[config.mk]
export PLATFORM = sky130hd
export DESIGN_NAME = bit_pattern_scan_sched
export DESIGN_NICKNAME = d
export VERILOG_FILES = /design/src/rtl/bit_pattern_scan_sched.sv
export SDC_FILE = /design/constraint.sdc
export NUM_CORES = 1
export LEC_CHECK = 0
export ABC_CLOCK_PERIOD_IN_PS = 1600
export BUFFER_PORTS_ARGS = -buffer_cell sky130_fd_sc_hd__buf_2
export CAP_MARGIN = 20
export CORE_ASPECT_RATIO = 1.4
export CORE_MARGIN = 2
export CORE_UTILIZATION = 29
export CTS_BUF_LIST = sky130_fd_sc_hd__clkbuf_4 sky130_fd_sc_hd__clkbuf_8
export DETAILED_ROUTE_END_ITERATION = 10
export SETUP_SLACK_MARGIN = 0.4
export SLEW_MARGIN = 20
export SYNTH_ARGS = -nofsm -noshare
export SYNTH_HDL_FRONTEND = slang
export SYNTH_SLANG_ARGS = --single-unit
export TNS_END_PERCENT = 30
[constraint.sdc]
create_clock -name clock -period 1.6 [get_ports clock]
set_input_delay 0.32 -clock clock [delete_from_list [all_inputs] [get_ports clock]]
set_output_delay 0.32 -clock clock [all_outputs]
set_load 0.005 [all_outputs]
[src/rtl/bit_pattern_scan_sched.sv]
// Round-robin scheduler sharing one serial 4-bit overlapping pattern detector
// among four requesters; reports a per-frame match count tagged with the requester ID.
module bit_pattern_scan_sched #(
  parameter int         FRAME_W = 8,
  parameter logic [3:0] PATTERN = 4'b1010,
  parameter int         CNT_W   = 4
) (
  input  logic                   clock,
  input  logic                   reset,
  input  logic [3:0]             req,
  input  logic [4*FRAME_W-1:0]   req_data,
  output logic [3:0]             grant,
  output logic                   busy,
  output logic                   z,
  output logic                   done,
  output logic [1:0]             done_id,
  output logic [CNT_W-1:0]       match_count
);

  localparam int BC_W = (FRAME_W > 1) ? $clog2(FRAME_W) : 1;
  localparam logic [BC_W-1:0] LAST_BIT    = BC_W'(FRAME_W - 1);
  localparam logic [BC_W-1:0] FIRST_MATCH = BC_W'(3);

  typedef enum logic [1:0] {
    IDLE   = 2'd0,
    SCAN   = 2'd1,
    REPORT = 2'd2
  } state_t;

  state_t               state_q, state_d;
  logic [1:0]           ptr_q, ptr_d;
  logic [1:0]           sel_q, sel_d;
  logic [FRAME_W-1:0]   shreg_q, shreg_d;
  logic [2:0]           hist_q, hist_d;
  logic [BC_W-1:0]      bitcnt_q, bitcnt_d;
  logic [CNT_W-1:0]     cnt_q, cnt_d;
  logic [3:0]           grant_q, grant_d;
  logic                 busy_q, busy_d;
  logic                 z_q, z_d;
  logic                 done_q, done_d;
  logic [1:0]           done_id_q, done_id_d;
  logic [CNT_W-1:0]     match_count_q, match_count_d;

  logic [1:0]           winner;
  logic [3:0]           window;

  // Walk offsets from farthest to nearest so the requester closest to ptr wins.
  always_comb begin : arbiter
    logic [1:0] idx;
    winner = ptr_q;
    idx    = ptr_q;
    for (int k = 3; k >= 0; k--) begin
      idx = ptr_q + 2'(k);
      if (req[idx]) winner = idx;
    end
  end

  assign window = {hist_q, shreg_q[FRAME_W-1]};

  always_comb begin
    // NOTE: every variable gets a default first so no path through the case infers a latch.
    state_d       = state_q;
    ptr_d         = ptr_q;
    sel_d         = sel_q;
    shreg_d       = shreg_q;
    hist_d        = hist_q;
    bitcnt_d      = bitcnt_q;
    cnt_d         = cnt_q;
    grant_d       = 4'b0000;
    busy_d        = 1'b0;
    z_d           = 1'b0;
    done_d        = 1'b0;
    done_id_d     = done_id_q;
    match_count_d = match_count_q;

    unique case (state_q)
      IDLE: begin
        if (req != 4'b0000) begin
          state_d  = SCAN;
          grant_d  = 4'b0001 << winner;
          sel_d    = winner;
          shreg_d  = req_data[int'(winner)*FRAME_W +: FRAME_W];
          hist_d   = 3'b000;
          bitcnt_d = '0;
          cnt_d    = '0;
          busy_d   = 1'b1;
        end
      end

      SCAN: begin
        busy_d   = 1'b1;
        shreg_d  = shreg_q << 1;
        hist_d   = window[2:0];
        bitcnt_d = bitcnt_q + BC_W'(1);
        // A window is only complete once three earlier bits of this frame are in hist.
        if (bitcnt_q >= FIRST_MATCH && window == PATTERN) begin
          z_d   = 1'b1;
          cnt_d = (&cnt_q) ? cnt_q : cnt_q + CNT_W'(1);
        end
        if (bitcnt_q == LAST_BIT) state_d = REPORT;
      end

      REPORT: begin
        done_d        = 1'b1;
        done_id_d     = sel_q;
        match_count_d = cnt_q;
        ptr_d         = sel_q + 2'd1;
        state_d       = IDLE;
      end

      default: state_d = IDLE;
    endcase
  end

  // NOTE: state uses non-blocking assignments so every flop samples pre-edge values.
  always_ff @(posedge clock) begin
    if (reset) begin
      state_q       <= IDLE;
      ptr_q         <= 2'd0;
      sel_q         <= 2'd0;
      shreg_q       <= '0;
      hist_q        <= 3'b000;
      bitcnt_q      <= '0;
      cnt_q         <= '0;
      grant_q       <= 4'b0000;
      busy_q        <= 1'b0;
      z_q           <= 1'b0;
      done_q        <= 1'b0;
      done_id_q     <= 2'd0;
      match_count_q <= '0;
    end else begin
      state_q       <= state_d;
      ptr_q         <= ptr_d;
      sel_q         <= sel_d;
      shreg_q       <= shreg_d;
      hist_q        <= hist_d;
      bitcnt_q      <= bitcnt_d;
      cnt_q         <= cnt_d;
      grant_q       <= grant_d;
      busy_q        <= busy_d;
      z_q           <= z_d;
      done_q        <= done_d;
      done_id_q     <= done_id_d;
      match_count_q <= match_count_d;
    end
  end

  assign grant       = grant_q;
  assign busy        = busy_q;
  assign z           = z_q;
  assign done        = done_q;
  assign done_id     = done_id_q;
  assign match_count = match_count_q;

endmodule

==> metrics.txt, run 1 <==
leading area contributor after synthesis=dfxtp_1; EDFF count, synth=0; Total GRT Usage=0.126; share of post-route cells with drive strength above 1=0.527; routed vias=between 1500 and 2000; CTS root buffer=clkbuf_8; Post-Synthesis Cells=188; area growth from synthesis to layout=48.6%; Max Fclk=around 0.62 GHz; final net count=approximately 300; status=finished, violations left; CP Launch Type=register; post-synth top area share=0.423; initial antenna violation count=0; CP arrival=between 1.5 and 2 ns; worst path required time=approximately 1.8 ns; Worst Tran Pin Value=between 0.4 and 0.5 ns; Filler Cells Inserted=580; insertion delay to the later sink of the worst-skew pair=0.29 ns; DRT antenna net count=0; #FFs+latches synth=37; maximum vdd ir drop=382 uV; clock skew=between 0.008 and 0.009 ns; Distinct cells, synth=44; min cycle time layout=~1.6 ns; Worst Reg-to-Reg Cells=7; final core utilization=0.444; Die ar.=between 6000 and 7000 um2; Final HPWL DP=3060 um; core area=between 5000 and 6000 um2; vias in the first global route=roughly 1500; Seq/Total Area, Yosys=0.423; Initial DRC Count=between 70 and 80; routability cong.=0.726; asr flop ratio synth=0; pwr dens=around 770 nW/um2; final slew viol count=0; wire length per cell=roughly 13 um; H-tree depth=2; first-pass iteration count of the detailed router=4; # setup viols final=1; dominant cells by area after synthesis=dfxtp_1 42%, mux2i_1 8.0%, nand2_1 3.9%; Starting Density=0.299; CP endpoint kind=register; unrepaired setup endpoints after global routing=true; Die Width=around 70 um; first-pass GRT wire length=6840 um; CP Class=register to register; Reg clk slew, reported paths=around 0.080 ns; Total Routed Length=~4400 um; pre-CTS setup slack=-0.0974 ns; Num CTS Buffers=5; Slew HR=0.709; PortBufs=50; number of hold buffers added after cts=0; I/O pin cnt=between 50 and 60; WHS Path Cells=3; syn_nets=230; GRT overflow=0; Pleak=between 0.001 and 0.0015 uW; post-synthesis instance area=about 1800 um2; TritonCTS clock tree=done; # DRC=0; final hold vios=0; top cells by count, synth=37 x dfxtp_1, 18 x nand2_1, 14 x mux2i_1; failing checks=setup timing; mean post-synth cell area=slightly above 9 um2; cell with the most instances after synthesis=dfxtp_1; # Max-Cap Violations=0; Hold WC Path Type=input port to register; row count=33; Primary FF master, synth=dfxtp_1; CTS max path bufs=2; setup ws final=-0.0225 ns; Final Cycle Share=1.01; pin count of the biggest net entering global routing=19; Worst Path Max Fanout=8; YS warnings=0; n_diodes=0; DR vias/cell=just under 5; die height=roughly 96 um; clk sinks=37
-- stage by stage --
step | setup TNS [ns] | instances | instance area, um2 | hold slack [ns] | total power, uW
2_1_floorplan | 0 | 188 | 1770 | 0.429 | 1160
4_1_cts | 0 | 331 | 2370 | 0.327 | 1950
5_1_grt | -0.221 | 334 | 2600 | 0.331 | 2100
6_report | -0.0225 | 334 | 2600 | 0.319 | 2010
3_3_place_gp | -0.664 | 318 | 2210 | 0.441 | 1280
3_5_place_dp | -0.811 | 318 | 2210 | 0.446 | 1290
-- worst max-delay path, stage by stage, from the launching register on --
cell and delay, ns:
dfxtp_2 0.33, and2b_2 0.25, nor4_4 0.26, buf_4 0.18, buf_6 0.11, o21ai_4 0.12
buf_6 0.15, nor2b_1 0.13
-- metal layers --
metal / track usage / up-vias / share of wire
li1: - / 830 / -
met5: 0 / - / 0
met2: 0.243 / 37 / 0.54
met4: 0.0481 / 0 / 0.020
met1: 0.140 / 761 / 0.40
met3: 0.0199 / 6 / 0.032
-- final timing paths --
check	endpoint	start	slack, ns
setup reg to reg	grant[2]$_SDFF_PP0_	ptr_q[0]$_SDFFE_PP0P_	-0.02
hold reg to reg	match_count[3]$_SDFFE_PP0P_	match_count[3]$_SDFFE_PP0P_	0.45
setup / recovery	grant[2]$_SDFF_PP0_	ptr_q[0]$_SDFFE_PP0P_	-0.02
hold / removal	shreg_q[1]$_SDFFE_PP0P_	req_data[25]	0.32
-- area by class of cell --
class	instances	area, um2	share of cell area
clock inverters	2	10.0	0.00385
inverters	4	15.0	0.00577
well taps	70	87.6	0.0337
repair buffers	77	519	0.200
multi-input cells	138	1150	0.440
clock buffers	6	76.3	0.0293
flip-flops and latches	37	748	0.287
-- flip-flops by register name, indices dropped and copies added, names as in the netlist, 3 cells and up --
register / cells
shreg_q: 8
hist_q: 3
bitcnt_q: 3
match_count: 4
cnt_q: 4
grant: 4
-- placed cells by master, fill, tap and decap left out, drive strengths merged, types with 3 or more instances in the layout --
cell    instances
inv             4
nor3            6
a22o            5
nor2b           5
ha              4
a22oi           6
xnor2           4
o21a            3
o221ai          6
dfxtp          37
or2             6
nand2          19
a21oi          13
a211oi          3
buf            75
mux2i          14
clkbuf          8
o21ai           3
nand3           5
nor2           13
-- cells by family (layout without fill, tap and decap cells) --
family	after synthesis	in the layout	share of synthesized area
buf+inv	13	89	0.0371
compound gates	47	47	0.194
mux	14	14	0.0800
simple gates	69	69	0.218
flops	37	37	0.423
fa+ha+maj	4	4	0.0286
xor+xnor	4	4	0.0200
-- power by group --
| group | internal, uW | total [uW] | switching [uW] | leakage [uW] |
|---|---|---|---|---|
| Sequential | 961 | 988 | 27.2 | 0.000304 |
| Clock | 319 | 650 | 331 | 0.0000484 |
| Combinational | 198 | 371 | 172 | 0.000762 |
-- timing repair --
action / in CTS / in global routing
cloned: 0 / 2
resized for setup: 7 / 40
hold endpoints to repair: 0 / 0
setup endpoints to repair: 24 / 30
buffers inserted: 5 / 1
pin swaps: 7 / 19
Power figures use the tool's default switching activity.
==> inputs of run 2 (changes only) <==
- ABC_CLOCK_PERIOD_IN_PS: 1600 -> 1620
- clock period: 1.6 -> 1.62 ns (I/O delays scaled with it)
==> run 2 against run 1 <==
- the flow now finishes without violations
- sequential power shrank 1%
- sequential cell count did not move
- non-clock buffer count grew 9
- highest routed layer unchanged
- critical endpoint is now cnt_q[2]$_SDFFE_PP0P_
- clock power fell by 2%
- critical path depth increased by 1
- setup slack improved by 0.044 ns
- via count up 2.8%
==> metrics.txt, run 2 (same netlist as run 1, synthesis figures left out) <==
wire length per cell=13.0 um (-1.9%); Clock Power Share=0.322 (-0.002); first-pass iteration count of the detailed router=4 (unchanged); commonest non-fill, non-tap cells in the layout=50 x buf_2, 32 x dfxtp_1, 28 x buf_4; CP Class=register to register; number of hold buffers added after cts=0 (unchanged); Hold WC Path Type=input port to register; Die ar.=6690 um2 (unchanged); initial antenna violation count=0 (unchanged); CTS root buffer=clkbuf_8; clk sinks=37 (unchanged); Critical R2R Capture=cnt_q[2]$_SDFFE_PP0P_; DRT antenna net count=0 (unchanged); row count=33 (unchanged); H-tree depth=2 (unchanged); routability cong.=0.748 (+3.2%); Hold Path End=shreg_q[5]$_SDFFE_PP0P_; Reg clk slew, reported paths=0.08 ns (about the same); commonest non-fill, non-tap cell in the layout=buf_2; Slew HR=0.745 (+0.0362); GRT overflow=0 (unchanged); Worst Tran Pin Value=0.380 ns (-0.0547 ns); unrepaired setup endpoints after global routing=true; Num CTS Buffers=5 (unchanged); first-pass GRT wire length=7330 um (+7.2%); HP Start=req_data[29]; Comb power frac=0.186 (+0.002); CTS max path bufs=2 (unchanged); Initial DRC Count=57 (-21%); Final Cycle Share=0.987 (-0.0273); crit path from=bitcnt_q[0]$_SDFFE_PP0P_; area growth from synthesis to layout=49.6%; n_diodes=0 (unchanged); setup TNS=0 ns (+0.0225 ns); core area=5860 um2 (unchanged); pwr dens=758 nW/um2 (-1.8%); die height=96.0 um (unchanged); vias in the first global route=1666 (+9.3%); Total GRT Usage=0.135 (+0.00872); Die Width=69.7 um (unchanged); pin count of the biggest net entering global routing=17 (-2); Reg power frac=0.492 (about the same); Total Routed Length=4470 um (+0.77%); min cycle time layout=1.60 ns (-0.0239 ns); CP Launch Type=register; reg-to-reg slack, setup=0.02 ns (+0.04 ns); Int Pwr=1450 uW (-2.0%); worst path required time=1.84 ns (+0.02 ns); CP endpoint kind=register; DR vias/cell=4.90 (+0.12%); maximum vdd ir drop=519 uV (+36%); final core utilization=0.447 (+0.00299); final net count=314 (+3.0%); final slew viol count=0 (unchanged); # Max-Cap Violations=0 (unchanged); Max Fclk=0.626 GHz (+1.5%); routed vias=1680 (+2.8%); insertion delay to the later sink of the worst-skew pair=0.29 ns (about the same); Worst Path Max Fanout=4 (-4); sw frac=0.271 (+0.00664); final hold vios=0 (unchanged); Final HPWL DP=3040 um (-0.48%); share of post-route cells with drive strength above 1=0.487 (-0.0393); CP arrival=1.81 ns (-0.03 ns); Psw=538 uW (+1.4%); PortBufs=50 (unchanged); Pleak=0.00116 uW (+4.2%); # DRC=0 (unchanged); # setup viols final=0 (-1); status=finished clean; Critical R2R Launch=bitcnt_q[0]$_SDFFE_PP0P_; TritonCTS clock tree=done; I/O pin cnt=51 (unchanged); WHS Path Cells=3 (unchanged); Worst Reg-to-Reg Cells=8 (+1); Reg with most FFs=shreg_q; clock skew=0.00434 ns (-0.00385 ns); Starting Density=0.299 (unchanged); max FFs per register=8 (unchanged)
run 2: cell count changes in the layout (fill, tap and decap cells not counted), sizes merged:
cell,delta
buf,+11
clkinvlp,+1
clkbuf,-3
run 2: cell type report:
class / count / area [um2]
fill: 580 / 3240
multi-input combinational: 138 / 1090
sequential: 37 / 747
timing repair buffer: 86 / 592
tap: 70 / 87.6
clock buffer: 5 / 68.8
clock inverter: 3 / 17.5
inverter: 4 / 15.0
run 2: stage by stage:
stage                     worst slack, ns  cells  cell area (um2)  hold WS [ns]  total power, uW
after floorplan                     0.153    188             1770         0.429             1150
after global placement            -0.0842    320             2230         0.441             1270
after detailed placement           -0.152    320             2230         0.446             1270
after CTS                          0.0311    340             2500         0.331             1970
after global routing              -0.0908    343             2620         0.353             2080
final                              0.0214    343             2620         0.334             1990
run 2: how the worst max path moves through the flow:
stage | end | depth (start not counted)
2_1_floorplan | shreg_q[7]$_SDFFE_PP0P_ | 5
3_3_place_gp | shreg_q[2]$_SDFFE_PP0P_ | 7
3_5_place_dp | cnt_q[0]$_SDFFE_PP0P_ | 8
4_1_cts | cnt_q[2]$_SDFFE_PP0P_ | 6
5_1_grt | cnt_q[2]$_SDFFE_PP0P_ | 6
6_report | cnt_q[2]$_SDFFE_PP0P_ | 8
run 2: power by group through the flow:
| stage | sequential (uW) | combinational, uW | clock [uW] |
|---|---|---|---|
| final | 977 | 369 | 640 |
| after CTS | 974 | 335 | 657 |
| after global routing | 981 | 406 | 696 |
| after detailed placement | 995 | 279 | 0 |
| after floorplan | 989 | 159 | 0 |
| after global placement | 995 | 275 | 0 |
run 2: what timing repair did:
action                                 in CTS  in global routing
gates resized for setup                    13                 23
pin swaps                                   6                 12
endpoints found under the hold margin       0                  0
setup endpoints to repair                  25                 28
cloned                                      2                  0
setup buffers                              10                  3
run 2: critical path: stages (launching register included):
cell	delay, ns
dfxtp_2	0.34
ha_4	0.17
ha_4	0.14
a211o_1	0.25
nand4_1	0.20
buf_4	0.15
a21boi_2	0.04
xnor2_1	0.11
nor3_1	0.12
run 2: metal layers:
layer  vias up  share of wire  global-route usage
met5         -              0                   0
met2        41           0.53               0.246
li1        847              -                   -
met4         0          0.025              0.0641
met1       782           0.41               0.152
met3        10          0.033              0.0262
==> inputs of run 3 (changes only) <==
- ABC_AREA: not set -> 1
==> run 3 against run 2 <==
- the run now ends with setup timing left
- first-iteration DRC count is 120% higher
- sequential cell count unchanged
- synthesized cell count is 50% higher
- largest power group unchanged
- cell count grew 24%
- power is 14% higher
- combinational power increased by 19%
==> metrics.txt, run 3 <==
cell with the most instances after synthesis=nand2_1; max FFs per register=8 (unchanged); Worst Path Max Fanout=7 (+3); Total GRT Usage=0.136 (+0.00110); status=finished, violations left; Worst Tran Pin Value=0.278 ns (-0.102 ns); register area=747 um2 (unchanged); leading area contributor after synthesis=dfxtp_1; Hold Path End=done$_SDFF_PP0_; CP endpoint kind=register; DRT antenna net count=0 (unchanged); Reg clk slew, reported paths=0.07 ns (about the same); Layout Cells excl Fill=426 (+24%); wire length per cell=11.8 um (-9.8%); Final HPWL DP=3700 um (+21%); maximum vdd ir drop=313 uV (-40%); Seq/Total Area, Yosys=0.383 (-0.0397); Slew HR=0.815 (+0.0700); #FFs+latches synth=37 (unchanged); Multi-input gate area=1100 um2 (+0.92%); Critical Path, Cell by Cell=buf_6, inv_8, nand2_1, nand3_2, nand2_1, inv_1, nand2_2, nand2_4, nand2_4, nand2_8, clkbuf_16, nand3_1, nand3_1, nand3_1, a21oi_1; TritonCTS clock tree=done; routed vias=1983 (+18%); core area=6530 um2 (+11%); pin count of the biggest net entering global routing=20 (+3); pwr dens=843 nW/um2 (+11%); worst path required time=1.85 ns (about the same); commonest non-fill, non-tap cells in the layout=62 x nand2_1, 50 x buf_2, 35 x nand3_1; CTS max path bufs=2 (unchanged); H-tree depth=2 (unchanged); area growth from synthesis to layout=39.0%; asr flop ratio synth=0 (unchanged); Slowest-stage cell, CP=dfxtp_2; # Max-Cap Violations=0 (unchanged); dominant cells by area after synthesis=dfxtp_1 38%, nand2_1 13%, nand3_1 12%; routability cong.=0.775 (+3.5%); vias in the first global route=1872 (+12%); n_diodes=0 (unchanged); YS warnings=0 (unchanged); commonest non-fill, non-tap cell in the layout=nand2_1; Reg with most FFs=shreg_q; Critical R2R Capture=shreg_q[6]$_SDFFE_PP0P_; Worst Reg-to-Reg Cells=15 (+7); Die Width=73 um (+4.8%); first-pass GRT wire length=7890 um (+7.6%); CP Class=register to register; insertion delay to the later sink of the worst-skew pair=0.29 ns (about the same); Total Routed Length=5010 um (+12%); total power=2260 uW (+14%); Starting Density=0.296 (-0.00250); Initial DRC Count=127 (+120%); Num CTS Buffers=5 (unchanged); share of post-route cells with drive strength above 1=0.355 (-0.132); final net count=393 (+25%); clk sinks=37 (unchanged); clock skew=0.00405 ns (-0.000290 ns); post-synthesis instance area=1930 um2 (+10%); placed cells=416 (+30%); final hold vios=0 (unchanged); Hold WC Path Type=input port to register; Post-Synthesis Cells=282 (+50%); die height=101 um (+4.8%); most used cell, CP=nand3_1; WHS Path Cells=2 (-1); Max Fclk=0.595 GHz (-4.9%); setup ws final=-0.0603 ns (-0.0816 ns); CP Launch Type=register; mean post-synth cell area=6.85 um2 (-26%); PortBufs=50 (unchanged); EDFF count, synth=0 (unchanged); initial antenna violation count=0 (unchanged); # setup viols final=8 (+8); top cells by count, synth=65 x nand2_1, 47 x nand3_1, 37 x dfxtp_1; slowest stage delay, CP=0.33 ns (about the same); min cycle time layout=1.68 ns (+0.0816 ns); failing checks=setup timing; syn_nets=324 (+41%); delay-heaviest family, CP=simple AND/OR/NAND/NOR gates; CP arrival=1.91 ns (+0.10 ns); Distinct cells, synth=26 (-41%); first-pass iteration count of the detailed router=4 (unchanged); post-synth top area share=0.383 (-0.0397); Die ar.=7340 um2 (+9.8%); Pleak=0.00127 uW (+9.3%); HP Start=reset; Primary FF master, synth=dfxtp_1; unrepaired setup endpoints after global routing=true; Buffers & Inverters on Critical Path=4 (+3); reg-to-reg slack, setup=-0.06 ns (-0.08 ns); Final Cycle Share=1.04 (+0.0504); # DRC=0 (unchanged); Filler Cells Inserted=673 (+16%); worst hold slack=0.256 ns (-0.0784 ns); I/O pin cnt=51 (unchanged); row count=35 (+6.1%); DR vias/cell=4.65 (-5.0%); final slew viol count=0 (unchanged); GRT overflow=0 (unchanged); CTS root buffer=clkbuf_8; Critical R2R Launch=ptr_q[0]$_SDFFE_PP0P_
[run 3: cell count changes in the layout (fill, tap and decap cells not counted), sizes merged, moves of 6 or more]
cell,change
nand3,+43
inv,+39
mux2i,-14
buf,-17
o221ai,-6
nor3,-6
or2,-6
o22ai,+7
o21ai,+11
nand2,+53
nor2,+8
a22oi,-6
[run 3: power by group]
| part | switching, uW | internal, uW |
|---|---|---|
| registers | 24.6 | 960 |
| logic | 258 | 180 |
| clock network | 322 | 519 |
[run 3: layout make-up]
| type | instances | share of cell area |
|---|---|---|
| multi-input cells | 194 | 0.410 |
| flip-flops and latches | 37 | 0.278 |
| repair buffers | 70 | 0.168 |
| inverters | 43 | 0.0647 |
| well taps | 74 | 0.0345 |
| clock buffers | 7 | 0.0335 |
| clock inverters | 1 | 0.0112 |
[run 3: repair_timing]
item	CTS	global route
setup endpoints to repair	27	27
gates resized for setup	4	31
pin swaps	4	5
setup buffers	1	0
cloned	0	1
hold buffers	0	0
[run 3: metal layers]
metal	GRT usage	vias to the layer above	wire length (um)	share of wire
li1	-	1062	-	-
met1	0.156	874	2180	0.43
met2	0.242	39	2580	0.52
met3	0.0300	8	160	0.032
met4	0.0499	0	91	0.018
met5	0	-	0	0
[run 3: worst max path at each step]
stage                          startpoint                      end  slack [ns]  depth (start not counted)
detailed placement                 req[3]  shreg_q[0]$_SDFFE_PP0P_       -0.05                         15
global route        ptr_q[0]$_SDFFE_PP0P_  shreg_q[0]$_SDFFE_PP0P_       -0.18                         15
CTS                 ptr_q[0]$_SDFFE_PP0P_  shreg_q[0]$_SDFFE_PP0P_       -0.03                         15
finish              ptr_q[0]$_SDFFE_PP0P_  shreg_q[6]$_SDFFE_PP0P_       -0.06                         15
floorplan           ptr_q[0]$_SDFFE_PP0P_  shreg_q[0]$_SDFFE_PP0P_        0.04                         16
global placement                   req[3]  shreg_q[0]$_SDFFE_PP0P_       -0.01                         15
[run 3: cell families (layout without fill, tap and decap cells)]
kind of cell / after synthesis / count (layout) / synth area share
xor gates and xnor gates: 1 / 1 / 0.00453
and+or+nand+nor: 143 / 143 / 0.336
adders and majority gates: 4 / 4 / 0.0259
AOI/OAI and AO/OA: 46 / 46 / 0.132
DFF: 37 / 37 / 0.383
buffers and inverters: 51 / 121 / 0.118
[run 3: stage by stage]
step                      cell area [um2]  TNS (ns)   util  setup WS (ns)
after CTS                            2540    -0.184  0.390        -0.0348
final                                2690    -0.362  0.412        -0.0603
after global routing                 2690     -1.64  0.412         -0.176
after global placement               2400   -0.0130  0.368        -0.0130
after floorplan                      1960         0      -         0.0399
after detailed placement             2400    -0.285  0.368        -0.0506
